[config.mk]
export PLATFORM = sky130hd
export DESIGN_NAME = load_store_unit
export DESIGN_NICKNAME = d
export VERILOG_FILES = /design/src/rtl/load_store_unit.sv
export SDC_FILE = /design/constraint.sdc
export NUM_CORES = 1
export LEC_CHECK = 0
export CAP_MARGIN = 30
export CORE_UTILIZATION = 47
export CTS_BUF_LIST = sky130_fd_sc_hd__clkbuf_8 sky130_fd_sc_hd__clkbuf_16
export DETAILED_ROUTE_END_ITERATION = 8
export GPL_ROUTABILITY_DRIVEN = 0
export PLACE_DENSITY = 0.74
export RECOVER_POWER = 50
export SLEW_MARGIN = 20
export SYNTH_ARGS = -nofsm -noshare
export SYNTH_HDL_FRONTEND = slang
export SYNTH_SLANG_ARGS = --single-unit
export TNS_END_PERCENT = 1
[constraint.sdc]
create_clock -name clk -period 2.36 [get_ports clk]
set_input_delay 0.708 -clock clk [delete_from_list [all_inputs] [get_ports clk]]
set_output_delay 0.708 -clock clk [all_outputs]
set_load 0.01 [all_outputs]
[src/rtl/load_store_unit.sv]
// Byte-serial load/store execution unit: one access in flight, result broadcast for
// exactly one cycle on the memory result bus.
module load_store_unit #(
    parameter int         ADDR_WIDTH = 32,
    parameter logic [4:0] IDLE_OP    = 5'b11111
) (
    input  logic                  clk,
    input  logic                  rst,
    input  logic                  clear,
    input  logic [4:0]            memory_op,
    input  logic [31:0]           memory_value1,
    input  logic [31:0]           memory_value2,
    input  logic [31:0]           memory_imm,
    input  logic [2:0]            memory_des,
    output logic                  lsu_ready,
    output logic [ADDR_WIDTH-1:0] mem_a,
    output logic [7:0]            mem_dout,
    output logic                  mem_wr,
    input  logic [7:0]            mem_din,
    output logic [31:0]           result_data,
    output logic [2:0]            result_des
);

    localparam logic [4:0] OP_LB  = 5'b10010;
    localparam logic [4:0] OP_LH  = 5'b10011;
    localparam logic [4:0] OP_LW  = 5'b10100;
    localparam logic [4:0] OP_LBU = 5'b10101;
    localparam logic [4:0] OP_LHU = 5'b10110;
    localparam logic [4:0] OP_SB  = 5'b10111;
    localparam logic [4:0] OP_SH  = 5'b11000;
    localparam logic [4:0] OP_SW  = 5'b11001;

    typedef enum logic [1:0] {S_IDLE, S_READ, S_WRITE, S_DONE} state_t;

    state_t                r_state;
    logic [4:0]            r_op;
    logic [2:0]            r_des;
    logic [2:0]            r_len;
    logic [2:0]            r_cnt;
    logic [31:0]           r_data;
    logic                  r_clr;
    logic                  r_lsu_ready;
    logic [ADDR_WIDTH-1:0] r_mem_a;
    logic [7:0]            r_mem_dout;
    logic                  r_mem_wr;
    logic [31:0]           r_result_data;
    logic [2:0]            r_result_des;

    logic                  w_valid;
    logic                  w_store;
    logic [2:0]            w_len;
    logic [31:0]           w_ea;
    logic [31:0]           w_rdata;
    logic [31:0]           w_load_val;

    always_comb begin
        w_valid = 1'b1;
        w_store = 1'b0;
        w_len   = 3'd1;
        case (memory_op)
            OP_LB, OP_LBU: w_len = 3'd1;
            OP_LH, OP_LHU: w_len = 3'd2;
            OP_LW:         w_len = 3'd4;
            OP_SB: begin w_len = 3'd1; w_store = 1'b1; end
            OP_SH: begin w_len = 3'd2; w_store = 1'b1; end
            OP_SW: begin w_len = 3'd4; w_store = 1'b1; end
            default:       w_valid = 1'b0;
        endcase
        if (memory_op == IDLE_OP) begin
            w_valid = 1'b0;
        end
    end

    assign w_ea = memory_value1 + memory_imm;

    // r_cnt is the index of the byte arriving on mem_din this cycle
    for (genvar gi = 0; gi < 4; gi++) begin : g_rbyte
        assign w_rdata[gi*8 +: 8] = (r_cnt == 3'(gi)) ? mem_din : r_data[gi*8 +: 8];
    end

    always_comb begin
        case (r_op)
            OP_LB:   w_load_val = {{24{w_rdata[7]}}, w_rdata[7:0]};
            OP_LBU:  w_load_val = {24'h000000, w_rdata[7:0]};
            OP_LH:   w_load_val = {{16{w_rdata[15]}}, w_rdata[15:0]};
            OP_LHU:  w_load_val = {16'h0000, w_rdata[15:0]};
            default: w_load_val = w_rdata;
        endcase
    end

    always_ff @(posedge clk or negedge rst) begin
        if (!rst) begin
            r_state       <= S_IDLE;
            r_op          <= IDLE_OP;
            r_des         <= 3'd0;
            r_len         <= 3'd0;
            r_cnt         <= 3'd0;
            r_data        <= 32'd0;
            r_clr         <= 1'b0;
            r_lsu_ready   <= 1'b1;
            r_mem_a       <= '0;
            r_mem_dout    <= 8'd0;
            r_mem_wr      <= 1'b0;
            r_result_data <= 32'd0;
            r_result_des  <= 3'd0;
        end else begin
            case (r_state)
                S_IDLE: begin
                    if (r_lsu_ready && !clear && w_valid) begin
                        r_op        <= memory_op;
                        r_des       <= memory_des;
                        r_len       <= w_len;
                        r_clr       <= 1'b0;
                        r_lsu_ready <= 1'b0;
                        r_mem_a     <= w_ea[ADDR_WIDTH-1:0];
                        if (w_store) begin
                            r_state    <= S_WRITE;
                            r_mem_wr   <= 1'b1;
                            r_mem_dout <= memory_value2[7:0];
                            r_data     <= {8'h00, memory_value2[31:8]};
                            r_cnt      <= 3'd1;
                        end else begin
                            r_state  <= S_READ;
                            r_mem_wr <= 1'b0;
                            r_data   <= 32'd0;
                            r_cnt    <= 3'd0;
                        end
                    end
                end
                S_READ: begin
                    if (clear) begin
                        r_state     <= S_IDLE;
                        r_lsu_ready <= 1'b1;
                    end else if (r_cnt + 3'd1 == r_len) begin
                        r_state       <= S_DONE;
                        r_result_data <= w_load_val;
                        r_result_des  <= r_des;
                    end else begin
                        r_data  <= w_rdata;
                        r_mem_a <= r_mem_a + ADDR_WIDTH'(1);
                        r_cnt   <= r_cnt + 3'd1;
                    end
                end
                S_WRITE: begin
                    // A flush never tears a store; it only hides the completion broadcast
                    if (r_cnt == r_len) begin
                        r_state       <= S_DONE;
                        r_mem_wr      <= 1'b0;
                        r_result_data <= 32'd0;
                        r_result_des  <= (clear || r_clr) ? 3'd0 : r_des;
                    end else begin
                        r_mem_a    <= r_mem_a + ADDR_WIDTH'(1);
                        r_mem_dout <= r_data[7:0];
                        r_data     <= {8'h00, r_data[31:8]};
                        r_cnt      <= r_cnt + 3'd1;
                        r_clr      <= r_clr | clear;
                    end
                end
                default: begin
                    r_state       <= S_IDLE;
                    r_lsu_ready   <= 1'b1;
                    r_result_data <= 32'd0;
                    r_result_des  <= 3'd0;
                    r_clr         <= 1'b0;
                end
            endcase
        end
    end

    assign lsu_ready   = r_lsu_ready;
    assign mem_a       = r_mem_a;
    assign mem_dout    = r_mem_dout;
    assign mem_wr      = r_mem_wr;
    assign result_data = r_result_data;
    assign result_des  = r_result_des;

endmodule

**Yosys cells after proc, flatten, opt, wreduce, memory -nomap -nowiden**

Index checks and enable logic that the tools add are counted.

- Output and inout port bits: 77
- Memories kept: 0
- Latch bits: 0
- Input port bits: 115
- Register bits: 126
- Bits in read-only memories: 0
- Memory bits (writable): 0

- Divide/modulo/power cells: 0
- Order comparisons: 0
- Multiplexer cells: 54
- Eq/ne operators: 29
- Add/sub/neg operators: 3
- Bitwise logic cells: 4
- $mul: 0
- Reductions and logical operators: 20
- Shift operators: 0

Operator list:

| cell | count |
|---|---|
| two-way mux 32 bit | 11 |
| one-hot mux 32 bit (3 select lines) | 3 |
| one-hot mux 32 bit (4 select lines) | 1 |
| == test 5 bit (second input constant) | 13 |
| two-way mux 8 bit | 7 |
| adder 32 x 1 -> 32 bit (second input constant) | 1 |
| adder 32 bit | 1 |
| two-way mux 24 bit | 1 |
| two-way mux 3 bit | 8 |
| one-hot mux 3 bit (3 select lines) | 2 |
| != test 2 bit (second input constant) | 8 |
| one-hot mux 8 bit (2 select lines) | 1 |
| AND reduction 3 bit | 4 |
| two-way mux 1 bit | 10 |
| two-way mux 2 bit | 5 |
| AND reduction 4 bit | 2 |
| OR reduction 8 bit | 1 |
| == test 3 x 2 -> 1 bit (second input constant) | 2 |
| == test 3 bit | 2 |
| one-hot mux 1 bit (3 select lines) | 2 |
| one-hot mux 2 bit (3 select lines) | 1 |
| one-hot mux 3 bit (2 select lines) | 1 |
| OR reduction 3 bit | 2 |
| AND reduction 5 bit | 1 |
| other kinds (17) | 20 |

**Logic depth before layout (Yosys ltp)**

- Depth in word-level cells: 7
- Depth in mapped cells: 12
- Gate-level depth less buffers: 10

**Worst setup path after synthesis**

No wires, ideal clock.

- Path type: input port to flip-flop
- Start point: in memory_value1[14]
- End point: reg r_mem_a[29] (netlist: mem_a[29])
- Required time: 2297 ps
- Setup slack: -406 ps
- Data arrival time: 2703 ps
- Cell stages on the path: 9
- Cells stage by stage: ha_1 > and4_1 > a221oi_1 > o21ai_0 > and2_1 > o31ai_4 > a21oi_1 > o311a_1 > a21bo_2

- Longest elaborated chain between the ends: 3

RTL lines:

| element | RTL line | RTL |
|---|---|---|
| from (decl) | 11 | `input logic [31:0] memory_value1,` |
| adder 32 bit | 74 | `assign w_ea = memory_value1 + memory_imm;` |
| two-way mux 32 bit | 109 | `if (r_lsu_ready && !clear && w_valid) begin` |
| one-hot mux 32 bit (3 select lines) | 107 | `case (r_state)` |
| to (signal assigned) | 115 | `r_mem_a <= w_ea[ADDR_WIDTH-1:0];` |
| to (signal assigned) | 140 | `r_mem_a <= r_mem_a + ADDR_WIDTH'(1);` |
| to (signal assigned) | 152 | `r_mem_a <= r_mem_a + ADDR_WIDTH'(1);` |
| to (decl) | 43 | `logic [ADDR_WIDTH-1:0] r_mem_a;` |

Every way passes these cells. The select of a mux whose other input is x is not followed.
A chain may end at the register's enable or synchronous reset.

**Worst setup path after layout**

- Start point: reg r_cnt[1]
- End point: reg r_mem_a[28] (netlist: mem_a[28])

- Longest elaborated chain between the ends: 4
- Elaborated cells on any way between the ends: 6

RTL lines:

| element | RTL line | RTL |
|---|---|---|
| from (decl) | 39 | `logic [2:0] r_cnt;` |
| from (signal assigned) | 141 | `r_cnt <= r_cnt + 3'd1;` |
| from (signal assigned) | 155 | `r_cnt <= r_cnt + 3'd1;` |
| adder 3 x 1 -> 3 bit | 134 | `end else if (r_cnt + 3'd1 == r_len) begin` |
| == test 3 bit | 134 |  |
| != test 2 bit (no source line) | -- |  |
| AND reduction 5 bit (no source line) * | -- |  |

Mark *: on every way between the ends. The rest lies on a longest branch, timed or not.

==> metrics.md <==
| Metric | Value |
|---|---|
| Post-synthesis sequential area ratio | `0.368` |
| Initial core utilization | `0.480` |
| # hold bufs at CTS | `0` |
| Worst Max-Slew Pin Slew | `1.04 ns` |
| Layout cell share with drive strength beyond 1 | `0.263` |
| WP data required | `around 2.7 ns` |
| Synth Flop Type | `dfrtp_1` |
| VDD IR-drop max | `~0.40 mV` |
| CP startpoint kind | `flip-flop` |
| Clock buffer depth | `2` |
| Total GRT Usage | `0.303` |
| Multi-input logic area | `5760 um2` |
| Synth async-reset ratio | `1.00` |
| Vias per cell | `5.84` |
| Hold WC Path Type | `input pin to asynchronous set/reset pin` |
| Syn Nets | `1,150` |
| First-pass GRT wire length | `roughly 45,000 um` |
| Via count | `9,262` |
| Post-Syn Area per Cell | `8.64 um2` |
| Distinct cells, synth | `65` |
| DRC viols | `0` |
| Avg WL per Cell | `between 15 and 20 um` |
| Root Driver | `clkbuf_16` |
| Status | `complete, but fails checks` |
| Reg area | `3160 um2` |
| Yosys warnings | `0` |
| CTS Buf Count | `17` |
| Worst-Skew Late Latency | `0.43 ns` |
| Site row count | `slightly below 50` |
| Post-synthesis cell count | `993` |
| Fill count | `~1,300` |
| Critical path peak fanout | `8` |
| Vias in the first global route | `9,084` |
| DP Wirelength | `20,000 um` |
| RSZ-0062 raised after global routing | `true` |
| # setup viols final | `52` |
| Max_slew headroom | `0.307` |
| Die height | `137 um` |
| Post-Syn Area | `8580 um2` |
| EDFF count, synth | `0` |
| ANT cells | `0` |
| Ports | `192` |
| PD cells | `443 nW/um2` |
| Largest net degree at the start of global routing | `43` |
| R2R depth | `8` |
| DIE WIDTH | `137 um` |
| Worst setup margin | `-0.145 ns` |
| Failing checks | `negative setup slack` |
| Drt pass-1 iters | `5` |
| Max-cap viol count | `0` |
| First-iteration detailed-routing DRC count | `approximately 840` |
| Core box area | `17,900 um2` |
| Max Fclk | `399 MHz` |
| CP Capture Type | `flip-flop` |
| Reg clk slew, reported paths | `0.06 ns` |
| Crit Path Class | `flip-flop to flip-flop` |
| Synthesized flop and latch total | `126` |
| Hold Fails Final Rpt | `0` |
| TritonCTS clock tree | `built` |
| Setup TNS | `-2.20 ns` |
| Slew Limit Fails | `0` |
| Final hold slack | `0.386 ns` |
| Layout Skew | `0.0106 ns` |
| Routed wire length | `27,700 um` |
| Area Growth Syn to Fin | `55.3%` |
| Overflow after GRT | `0` |
| Clock sink count | `126` |
| Final net count | `1,502` |
| Tmin final | `about 2.5 ns` |
| Die ar. | `18,800 um2` |
| Post-route ant nets | `0` |
| Leakage | `5.84 nW` |
| Initial antenna violation count | `0` |
| Arrival time of the worst setup path | `between 2 and 3 ns` |
| IO buf count | `~190` |
| Htree depth | `4` |
| Final period util | `1.06` |
==> area by class of cell <==
| class | count | share of cell area |
|---|---|---|
| Inverter | 21 | 0.00591 |
| Timing Repair Buffer | 387 | 0.259 |
| Tap cell | 229 | 0.0215 |
| Clock buffer | 17 | 0.0319 |
| Clock inverter | 15 | 0.0121 |
| Sequential cell | 126 | 0.237 |
| Multi-Input combinational cell | 792 | 0.432 |
==> per-layer routing <==
layer / up-vias / global-route usage / wire, um
met5: - / 0 / 0
met2: 388 / 0.520 / 13700
met3: 59 / 0.0504 / 1810
li1: 4364 / - / -
met1: 4451 / 0.378 / 11400
met4: 0 / 0.120 / 784
==> cells in the final DEF (no fill, tap or decap), types with 19 or more instances in the layout <==
cell	n
buf_4	173
clkdlybuf4s50_1	147
nand2_1	135
dfrtp_1	120
o21ai_0	91
nor2_1	66
a21oi_1	63
mux2i_1	49
dlygate4sd2_1	26
nand3_1	23
ha_4	22
inv_1	20
o21ai_1	19
a221oi_1	19
==> synthesized netlist by cell type, drive strengths merged, types with 3 or more instances <==
cell type	instances	share of area
nor3	14	0.0087
a21oi	76	0.045
o21ai	114	0.067
o21a	10	0.0087
o2bb2ai	3	0.0031
and2	7	0.0051
or3	3	0.0022
nor2b	12	0.0087
buf	18	0.011
ha	41	0.060
nor4	7	0.0051
a21o	18	0.016
mux2i	50	0.058
a22o	17	0.017
inv	21	0.0092
o211ai	3	0.0026
a211o	3	0.0031
xnor2	12	0.012
nor3b	8	0.0076
a211oi	7	0.0061
nand4	15	0.011
a31o	3	0.0031
and3	10	0.0073
o311ai	4	0.0041
nand2b	11	0.0080
clkbuf	36	0.016
a221oi	21	0.021
o21bai	3	0.0026
o221a	3	0.0039
nand3	26	0.015
mux2	19	0.025
nand2	137	0.060
and4	4	0.0041
nor2	71	0.031
dfrtp	120	0.35
dfstp	6	0.018
o22ai	9	0.0066
a31oi	4	0.0029
xor2	13	0.013
o31ai	13	0.014
==> metrics by stage <==
stage	cell area (um2)	total power (W)	instances	util	worst slack, ns
global route	13300	0.00611	1587	0.745	-0.235
finish	13300	0.00591	1587	0.745	-0.145
detailed placement	12200	0.00325	1532	0.682	-0.889
floorplan	8880	0.00267	993	-	-0.137
global placement	12200	0.00324	1532	0.682	-0.798
CTS	13200	0.00589	1582	0.737	-0.0664
==> worst max-delay path: stages, from the launching register on <==
cell	delay, ns
dfrtp_1	0.41
ha_2	0.22
ha_4	0.23
xor2_2	0.18
a41oi_2	0.26
o2111ai_4	0.24
or2_4	0.38
o311ai_2	0.35
a21o_1	0.17
==> path summary, 6_finish.rpt <==
kind | start | end | slack (ns)
worst max-delay path | r_cnt[1] | mem_a[28] | -0.14
worst min-delay path | rst | result_des[1] | 0.39
worst max register to register | r_cnt[1] | mem_a[28] | -0.14
worst min register to register | result_des[1] | result_des[1] | 0.47
max in group asynchronous | rst | result_data[18] | 0.46
min in group clk | result_des[1] | result_des[1] | 0.47
==> where the power goes <==
group / switching, W / total (W) / internal [W]
logic: 0.000515 / 0.00112 / 0.000605
registers: 0 / 0.00216 / 0.00216
clock network: 0.00106 / 0.00263 / 0.00157
==> what timing repair did <==
item | in CTS | in global routing
gates resized for setup | 107 | 57
pin swaps | 49 | 34
endpoints found under the setup margin | 89 | 85
gates cloned | 2 | 0
buffers inserted | 16 | 6
==> flip-flops by register name (all words and copies together) (netlist names) <==
| name | cells |
|---|---|
| r_clr | 1 |
| r_des | 3 |
| r_op | 5 |
| r_data | 32 |
| r_len | 3 |
| r_state | 2 |
| lsu_ready | 1 |
| result_des | 3 |
| mem_wr | 1 |
| r_cnt | 3 |
| mem_dout | 8 |
| result_data | 32 |
| mem_a | 32 |
==> kinds of logic (layout without fill, tap and decap cells) <==
logic type / after synthesis / in the layout / share of synthesized area
flip-flops: 126 / 126 / 0.368
adder cells (fa/ha/maj): 42 / 42 / 0.0621
AO/OA/AOI/OAI: 327 / 327 / 0.248
buffers and inverters: 75 / 440 / 0.0359
AND/OR/NAND/NOR: 329 / 329 / 0.177
multiplexers: 69 / 69 / 0.0832
XOR/XNOR: 25 / 25 / 0.0255
Note: power is estimated with default switching activity, not from simulation.
